===== src/rtl/sc_pkg.sv =====
// Shared types for the charge scheduler:
// grid conditions, per-port states, capacity lookup.
package sc_pkg;

  typedef enum logic [1:0] {
    GRID_NORMAL = 2'd0,
    GRID_SAG    = 2'd1,
    GRID_SWELL  = 2'd2,
    GRID_OUTAGE = 2'd3
  } grid_state_t;

  typedef enum logic [1:0] {
    PORT_OFF      = 2'd0,
    PORT_CLOSING  = 2'd1,
    PORT_CHARGING = 2'd2,
    PORT_OPENING  = 2'd3
  } port_state_t;

  function automatic int grid_capacity(
    input grid_state_t g,
    input int          n
  );
    case (g)
      GRID_NORMAL: return n;
      GRID_SAG:    return n / 2;
      GRID_SWELL:  return 1;
      default:     return 0;
    endcase
  endfunction

endpackage


===== src/rtl/sc_port_fsm.sv =====
// One charging port: contactor sequencing with
// settle timing and a saturating fairness slice.
module sc_port_fsm
  import sc_pkg::*;
#(
  parameter int SETTLE_CYC = 8,
  parameter int SLICE_CYC  = 1024
) (
  input  logic        clk,
  input  logic        reset_n,
  input  logic        fault,
  input  logic        req,
  input  logic        grant,
  input  logic        revoke,
  output port_state_t state,
  output logic        active_nxt,
  output logic        slice_done,
  output logic        relay,
  output logic        enable
);

  localparam int SW = $clog2(SETTLE_CYC + 1);
  localparam int LW = $clog2(SLICE_CYC + 1);

  port_state_t   nxt;
  logic [SW-1:0] settle, settle_nxt;
  logic [LW-1:0] slice, slice_nxt;
  logic          settle_end;
  logic          leave;

  assign settle_end = (settle == SW'(SETTLE_CYC - 1));
  assign leave      = !req || revoke;

  always_comb begin
    nxt        = state;
    settle_nxt = settle;
    slice_nxt  = slice;
    if (fault) begin
      nxt        = PORT_OFF;
      settle_nxt = '0;
      slice_nxt  = '0;
    end else begin
      unique case (state)
        PORT_OFF: begin
          if (grant) begin
            nxt        = PORT_CLOSING;
            settle_nxt = '0;
          end
        end
        PORT_CLOSING: begin
          if (leave) begin
            nxt        = PORT_OPENING;
            settle_nxt = '0;
          end else if (settle_end) begin
            nxt       = PORT_CHARGING;
            slice_nxt = '0;
          end else begin
            settle_nxt = settle + SW'(1);
          end
        end
        PORT_CHARGING: begin
          if (leave) begin
            nxt        = PORT_OPENING;
            settle_nxt = '0;
          end else if (slice != LW'(SLICE_CYC)) begin
            slice_nxt = slice + LW'(1);
          end
        end
        PORT_OPENING: begin
          if (settle_end) begin
            nxt        = PORT_OFF;
            settle_nxt = '0;
          end else begin
            settle_nxt = settle + SW'(1);
          end
        end
        default: nxt = PORT_OFF;
      endcase
    end
  end

  assign active_nxt = (nxt == PORT_CLOSING) ||
                      (nxt == PORT_CHARGING);
  assign slice_done = (state == PORT_CHARGING) &&
                      (slice == LW'(SLICE_CYC));

  // Outputs come from next state so they align with state.
  always_ff @(posedge clk or negedge reset_n) begin
    if (!reset_n) begin
      state  <= PORT_OFF;
      settle <= '0;
      slice  <= '0;
      relay  <= 1'b0;
      enable <= 1'b0;
    end else begin
      state  <= nxt;
      settle <= settle_nxt;
      slice  <= slice_nxt;
      relay  <= (nxt != PORT_OFF);
      enable <= (nxt == PORT_CHARGING);
    end
  end

endmodule


===== src/rtl/charge_scheduler.sv =====
// Shared-grid charge scheduler: capacity revoke,
// fairness pre-emption and round-robin grants.
module charge_scheduler
  import sc_pkg::*;
#(
  parameter int N_PORTS    = 4,
  parameter int SETTLE_CYC = 8,
  parameter int SLICE_CYC  = 1024
) (
  input  logic                         clk,
  input  logic                         reset_n,
  input  grid_state_t                  grid_state,
  input  logic                         fault_flag,
  input  logic [N_PORTS-1:0]           port_req,
  output logic [N_PORTS-1:0]           charge_enable,
  output logic [N_PORTS-1:0]           relay_activation,
  output logic [$clog2(N_PORTS+1)-1:0] active_count
);

  localparam int CW = $clog2(N_PORTS + 1);
  localparam int PW = (N_PORTS > 1) ? $clog2(N_PORTS) : 1;

  port_state_t        st [N_PORTS];
  logic [N_PORTS-1:0] active, idle, active_nxt;
  logic [N_PORTS-1:0] slice_done, grant, revoke;
  logic [PW-1:0]      rr_ptr, rr_nxt, idx;
  logic [CW-1:0]      cap, count_nxt;
  logic               found, waiting;

  for (genvar i = 0; i < N_PORTS; i++) begin : g_port
    sc_port_fsm #(
      .SETTLE_CYC (SETTLE_CYC),
      .SLICE_CYC  (SLICE_CYC)
    ) u_port (
      .clk        (clk),
      .reset_n    (reset_n),
      .fault      (fault_flag),
      .req        (port_req[i]),
      .grant      (grant[i]),
      .revoke     (revoke[i]),
      .state      (st[i]),
      .active_nxt (active_nxt[i]),
      .slice_done (slice_done[i]),
      .relay      (relay_activation[i]),
      .enable     (charge_enable[i])
    );
    assign active[i] = (st[i] == PORT_CLOSING) ||
                       (st[i] == PORT_CHARGING);
    assign idle[i]   = (st[i] == PORT_OFF);
  end

  assign cap     = CW'(grid_capacity(grid_state, N_PORTS));
  assign waiting = |(idle & port_req);

  // The three branches are exclusive by count vs capacity.
  always_comb begin
    grant  = '0;
    revoke = '0;
    rr_nxt = rr_ptr;
    idx    = '0;
    found  = 1'b0;
    if (!fault_flag) begin
      if (active_count > cap) begin
        for (int k = N_PORTS - 1; k >= 0; k--) begin
          if (!found && active[k]) begin
            revoke[k] = 1'b1;
            found     = 1'b1;
          end
        end
      end else if (active_count == cap && cap != '0 && waiting) begin
        for (int k = 0; k < N_PORTS; k++) begin
          if (!found && slice_done[k]) begin
            revoke[k] = 1'b1;
            found     = 1'b1;
          end
        end
      end else if (active_count < cap) begin
        for (int k = 0; k < N_PORTS; k++) begin
          idx = PW'((int'(rr_ptr) + k) % N_PORTS);
          if (!found && idle[idx] && port_req[idx]) begin
            grant[idx] = 1'b1;
            rr_nxt     = PW'((int'(idx) + 1) % N_PORTS);
            found      = 1'b1;
          end
        end
      end
    end
  end

  always_comb begin
    count_nxt = '0;
    for (int k = 0; k < N_PORTS; k++) begin
      count_nxt = count_nxt + CW'(active_nxt[k]);
    end
  end

  always_ff @(posedge clk or negedge reset_n) begin
    if (!reset_n) begin
      rr_ptr       <= '0;
      active_count <= '0;
    end else begin
      rr_ptr       <= rr_nxt;
      active_count <= count_nxt;
    end
  end

endmodule


===== config.mk =====
export PLATFORM = sky130hd
export DESIGN_NAME = charge_scheduler
export DESIGN_NICKNAME = d
export VERILOG_FILES = /design/src/rtl/sc_pkg.sv /design/src/rtl/sc_port_fsm.sv /design/src/rtl/charge_scheduler.sv
export SDC_FILE = /design/constraint.sdc
export NUM_CORES = 1
export LEC_CHECK = 0
export CAP_MARGIN = 0
export CELL_PAD_IN_SITES_DETAIL_PLACEMENT = 1
export CELL_PAD_IN_SITES_GLOBAL_PLACEMENT = 1
export CORE_ASPECT_RATIO = 0.6
export CORE_MARGIN = 1
export CORE_UTILIZATION = 30
export DETAILED_ROUTE_END_ITERATION = 8
export GPL_ROUTABILITY_DRIVEN = 0
export MAX_ROUTING_LAYER = met4
export PLACE_DENSITY = 0.55
export SLEW_MARGIN = 20
export SYNTH_ARGS = -nofsm -noshare
export SYNTH_HDL_FRONTEND = slang
export SYNTH_HIERARCHICAL = 1
export SYNTH_SLANG_ARGS = --single-unit

===== constraint.sdc =====
create_clock -name clk -period 6.2 [get_ports clk]
set_input_delay 1.24 -clock clk [delete_from_list [all_inputs] [get_ports clk]]
set_output_delay 1.24 -clock clk [all_outputs]
set_load 0.03 [all_outputs]

# == Yosys cells after proc, flatten, opt, wreduce, memory -nomap -nowiden ==
# Cells that the tools add are included.
# W data, S select, Z words.
# word_totals
reg_bits,81
latchBits,0
ramBits,0
mem_bits_ro,0
input_bits,9
output_inout_bits,11
elab_cells,366
mem_count,0
# op_classes
n_addsub,17
n_mul,0
n_div,0
magnitude_cmp,10
n_eq_ne,63
shifts,0
n_mux,174
bitwise_logic,7
n_reduce_logical,73
# ops
op,n
$mux W11,20
$mux W4,47
$pmux W11 S2,4
$pmux W4 S4,4
$mux W2,28
$mux W1,54
$ne A3 B2 Y1 const B,16
$add A11 B1 Y11 const B,4
$eq A11 B11 Y1 const B,4
$ne A11 B11 Y1 const B,4
$pmux W2 S4,4
$eq A2 B2 Y1 const B,13
$reduce_and A5 Y1,5
$ne A3 B3 Y1 const B,8
$logic_and A1 B1 Y1,23
$eq A2 B1 Y1 const B,9
$add A4 B1 Y4 const B,4
$bmux W1 S2,8
$eq A4 B3 Y1 const B,4
$ne A4 B4 Y1 const B,4
$reduce_bool A3 Y1,5
$logic_not A1 Y1,13
$logic_or A1 B1 Y1,12
$lt A2 B3 Y1 const B,4
other kinds (19),43

# == Depth between registers and ports, before layout ==
# depth
word_depth,41
depth_mapped,19
depth_no_buf,18

# == Hierarchy ==
# Netlist, hierarchy kept.
# by_module_without_submodules
mod,n_inst,cells_each,area_per_inst_um2
sc_port_fsm at g_port[1].u_port ...,2,132,1273.7
sc_port_fsm at g_port[0].u_port,1,131,1268.7
sc_port_fsm at g_port[3].u_port,1,125,1146.1
charge_scheduler,1,125,983.4

# == Worst setup path after synthesis ==
# Ideal clock, no wire load.
# synth_timing
path_type,input to register
start,input grid_state[1]
end,register active_count[1]
setup_ns,0.126
arrival_time_ns,4.527
required_ns,6.074
slack_ns,1.547
path_stages,18
path_buffers,0
cell_sequence,nand2b_1 -> ha_1 -> nor2b_1 -> o21a_1 -> o21ai_0 -> nor3_1 -> a32oi_1 -> nor2_1 -> nand2b_1 -> a211oi_1 -> a211oi_1 -> inv_1 -> ha_1 -> inv_1 -> fa_1 -> inv_1 -> ha_1 -> ha_1
# synth_via
elab_chain_len,17
elab_cells_between_ends,56
# synth_lines
element,line_no,rtl
"start, declared",charge_scheduler.sv:12,"input grid_state_t grid_state,"
$eq A2 B2 Y1 (tied with other cells),sc_pkg.sv:23,case (g)
$pmux W3 S3 (*),sc_pkg.sv:23,
$eq A3 B3 Y1 / $reduce_bool A3 Y1 (equally long branches),charge_scheduler.sv:70,end else if (active_count == cap && cap != '0 && waiting) begin
$logic_and A1 B1 Y1 (2 in series),charge_scheduler.sv:70,
$mux W4,charge_scheduler.sv:70,
$mux W4 (*),charge_scheduler.sv:63,if (active_count > cap) begin
$mux W4 (*),charge_scheduler.sv:62,if (!fault_flag) begin
named net revoke[0],charge_scheduler.sv:25,"logic [N_PORTS-1:0] slice_done, grant, revoke;"
[... 4 more ...],--,
named net g_port[0].u_port.nxt[0],sc_port_fsm.sv:25,port_state_t nxt;
$eq A2 B1 Y1 / $eq A2 B2 Y1 (equally long branches),"sc_port_fsm.sv:82, sc_port_fsm.sv:83",
$logic_or A1 B1 Y1 (*),sc_port_fsm.sv:82,assign active_nxt = (nxt == PORT_CLOSING) ||
named net active_nxt[0],charge_scheduler.sv:24,"logic [N_PORTS-1:0] active, idle, active_nxt;"
$add A1 B1 Y2 (*),charge_scheduler.sv:93,count_nxt = count_nxt + CW'(active_nxt[k]);
$add A2 B1 Y3 (*),charge_scheduler.sv:93,
$add A3 B1 Y3 (*),charge_scheduler.sv:93,
named net count_nxt[1],charge_scheduler.sv:27,"logic [CW-1:0] cap, count_nxt;"
"end signal, assigned",charge_scheduler.sv:103,active_count <= count_nxt;
"end, declared",charge_scheduler.sv:17,output logic [$clog2(N_PORTS+1)-1:0] active_count
# The timed path passes the listed nets; every way through them passes the cells marked *.
# A chain may end at the register's enable or synchronous reset.

# == Worst setup path after layout ==
# layout_timing
start,input grid_state[0]
end,register active_count[1]
# The elaborated chain is that of the path after synthesis.

==> impl_metrics.csv <==
group,metric,value,unit
sta,fin_skew,11.9,ps
floorplanning,die_h,111,µm
worst_setup_path,critical_path_required,6430,ps
worst_setup_path,crit_buf_inv,4,
final_layout,diodes,0,
final_layout,fill_cells,2226,
global_routing,grt_max_degree,43,
clock_tree,clk_pin_slew,60,ps
worst_setup_path,end_kind,"flop",
sta,rsz0062_at_grt,"no",
global_routing,grt_overflow,0,
clock_tree,cts_resized,0,
global_routing,grt_pass1_wl,27800,µm
sta,drv_slew,0,
worst_setup_path,r2r_end,"active_count[1]",
pwr,peakVddDrop,0.135,mV
worst_setup_path,cpPeakStageDelay,810,ps
drt,routedWlPerCell,17.8,µm
clock_tree,hold_buffers,0,
logic_synthesis,async_flop_share,100,%
final_layout,final_common_cell,"dfrtp_1",
worst_setup_path,timing.rr.start,"rr_ptr[0]",
logic_synthesis,ys_types,74,
clock_tree,insertion_delay,360,ps
final_layout,final_util,34.4,%
worst_setup_path,crit_slowest_cell,"a211oi_1",
sta,setup_tns,0,ps
clock_tree,cts_tree,"yes",
sta,tightest_slew,902,ps
global_routing,grt_pass1_vias,5240,
clock_tree,cts_made_buffers,9,
clock_tree,post_cts_buffers,0,
placement,post-dp-hpwl,12100,µm
drt,drtPass1Iterations,5,
sta,fin_crit_sh,88.9,%
final_layout,final_layout_size_suffix_gt1_share,9.73,%
final_layout,seqCellArea,0.00203,mm²
logic_synthesis,ys_ff_latch,81,
worst_setup_path,path_delay_family,"compound AO/OA/AOI/OAI gates",
sta,fin_crit,5510,ps
drt,postRouteAntennaNets,0,
sta,final-hold-violation-count,0,
worst_hold_path,hold_start,"g_port[3].u_port/settle[0]",
logic_synthesis,ys_warn_count,6,
worst_setup_path,cpMostUsedCell,"ha_1",
global_routing,track_usage,17.8,%
clock_tree,h-tree-depth,3,
placement,numPortBuffers,19,
logic_synthesis,synthFlopType,"dfrtp_1",
clock_tree,clk_path_buf_depth,2,
final_layout,final_cell_mix,"dfrtp_1, inv_1, nand2_1, ha_1, a21oi_1",
sta,fmax,0.181,GHz
floorplanning,initial_core_util,30.9,%
worst_hold_path,worstHoldEndpoint,"g_port[3].u_port/settle[0]",
floorplanning,fp.coreArea,0.0192,mm²
worst_setup_path,cp_max_fo,8,
pwr,p_leak,2.54,nW
floorplanning,fp-row-count,39,
clock_tree,cts_root_buf,"clkbuf_16",
pwr,powerDensity,282,mW/mm²
logic_synthesis,synth_fp_nets,691,
worst_hold_path,holdCritPathClass,"reg -> reg",
drt,drc,0,
worst_hold_path,hold_path_depth,1,
floorplanning,die_area,0.0204,mm²
drt,drt-initial-drc-count,348,
floorplanning,io_pins,20,
global_routing,antenna_found_initial,0,
final_layout,layout.nets,699,
logic_synthesis,synth_edf_count,0,
sta,whs,519,ps
worst_setup_path,startpoint,"grid_state[0]",
drt,via_count,5171,
worst_setup_path,r2r_setup_slack,1090,ps
logic_synthesis,synth_seq_area_share,34.1,%
run_status,status,"finished clean",
final_layout,multi_input_area,0.00356,mm²
flow_run,drv_cap,0,
sta,slew_headroom,39.5,%
floorplanning,die_x,184,µm
logic_synthesis,syn_area_per_cell,9.22,µm²
drt,totalWireLength,16500,µm
worst_setup_path,critPathArrivalTime,5750,ps
logic_synthesis,synth_cells,645,
worst_setup_path,reg2reg_depth,16,
sta,finalSetupViolCount,0,
final_layout,area_delta_synth_final,11.3,%
worst_setup_path,path_class,"in -> reg",
drt,routed_via_density,5.60,
worst_setup_path,path_cells,"clkdlybuf4s50_1 > or2_2 > ha_1 > o21a_1 > o21ai_0 > nor3_1 > a32oi_1 > nor2_1 > nand2b_1 > a211oi_1 > a211oi_1 > inv_1 > ha_1 > inv_1 > fa_1 > inv_1 > ha_1 > ha_1",
logic_synthesis,synth_area,0.00595,mm²
clock_tree,clock_sinks,81,
worst_setup_path,start_kind,"input port",
## how the worst max path moves through the flow
stage | slack [ps] | to | depth (start not counted)
6_report | 690 | active_count[1] | 18
5_1_grt | 420 | active_count[1] | 19
4_1_cts | 700 | active_count[1] | 18
3_5_place_dp | 310 | active_count[1] | 18
3_3_place_gp | 580 | active_count[1] | 16
2_1_floorplan | 1550 | active_count[1] | 18
## stage by stage
stage	std cells	area (µm²)	worst slack, ps	total power [mW]
after detailed placement	908	6330	310	1.36
after global routing	924	6620	415	1.99
after CTS	924	6620	695	1.90
final	924	6620	686	1.87
after global placement	908	6330	579	1.33
after floorplan	645	5950	1550	1.14
## cell type report
type                            count  share of cell area, %
Clock buffer                       12                   3.88
Timing Repair Buffer               25                   3.44
Inverter                           51                   2.89
Sequential cell                    81                   30.6
Clock inverter                      4                  0.416
Multi-Input combinational cell    485                   53.7
Tap cell                          266                   5.03
## synthesized netlist by cell type, types with 8 or more instances
library cell	instances	area, µm²
mux2i_1	10	100
nor2b_1	12	75.1
or4_1	15	113
nand2_1	48	180
a21boi_1	9	67.6
o211ai_1	16	120
buf_2	11	55.1
o31ai_2	11	138
o21ai_0	25	125
a211oi_1	8	60.1
nand4_1	16	100
o31ai_1	9	67.6
ha_1	36	450
dfrtp_1	81	2030
nand2b_1	23	144
a21oi_1	30	150
clkbuf_1	9	33.8
nor3_1	13	65.1
o31a_1	9	78.8
nand3_1	28	140
inv_1	51	191
nor4_1	16	100
nor2_1	20	75.1
## power breakdown
part	internal, mW	switching [mW]
registers	0.569	0.0687
logic	0.277	0.430
clock network	0.293	0.230
total	1.14	0.729
## registers in the layout (all words and copies together) (netlist names)
| signal | flops |
|---|---|
| g_port.u_port/slice | 44 |
| g_port.u_port/settle | 16 |
| g_port.u_port/state | 8 |
| g_port.u_port/enable | 4 |
| g_port.u_port/relay | 4 |
| active_count | 3 |
| rr_ptr | 2 |
## logic make-up (layout without fill, tap and decap cells)
family          count (synthesis)  after routing  synth area share [%]
simple gates                  255            255                  26.0
compound gates                179            179                  23.0
flops                          81             81                  34.1
buf+inv                        79             92                  6.10
fa+ha+maj                      37             37                  7.91
mux                            13             13                  2.82
xor+xnor                        1              1                 0.147
## metal layers
metal  vias up  track usage, %  share of wire, %
li1       2466               -                 -
met1      2639            25.1                53
met2        55            25.4                44
met3        11            3.75               2.2
met4         0            5.06              0.85
met5         -               -                 0
No activity file was read; power rests on OpenSTA's default activity.
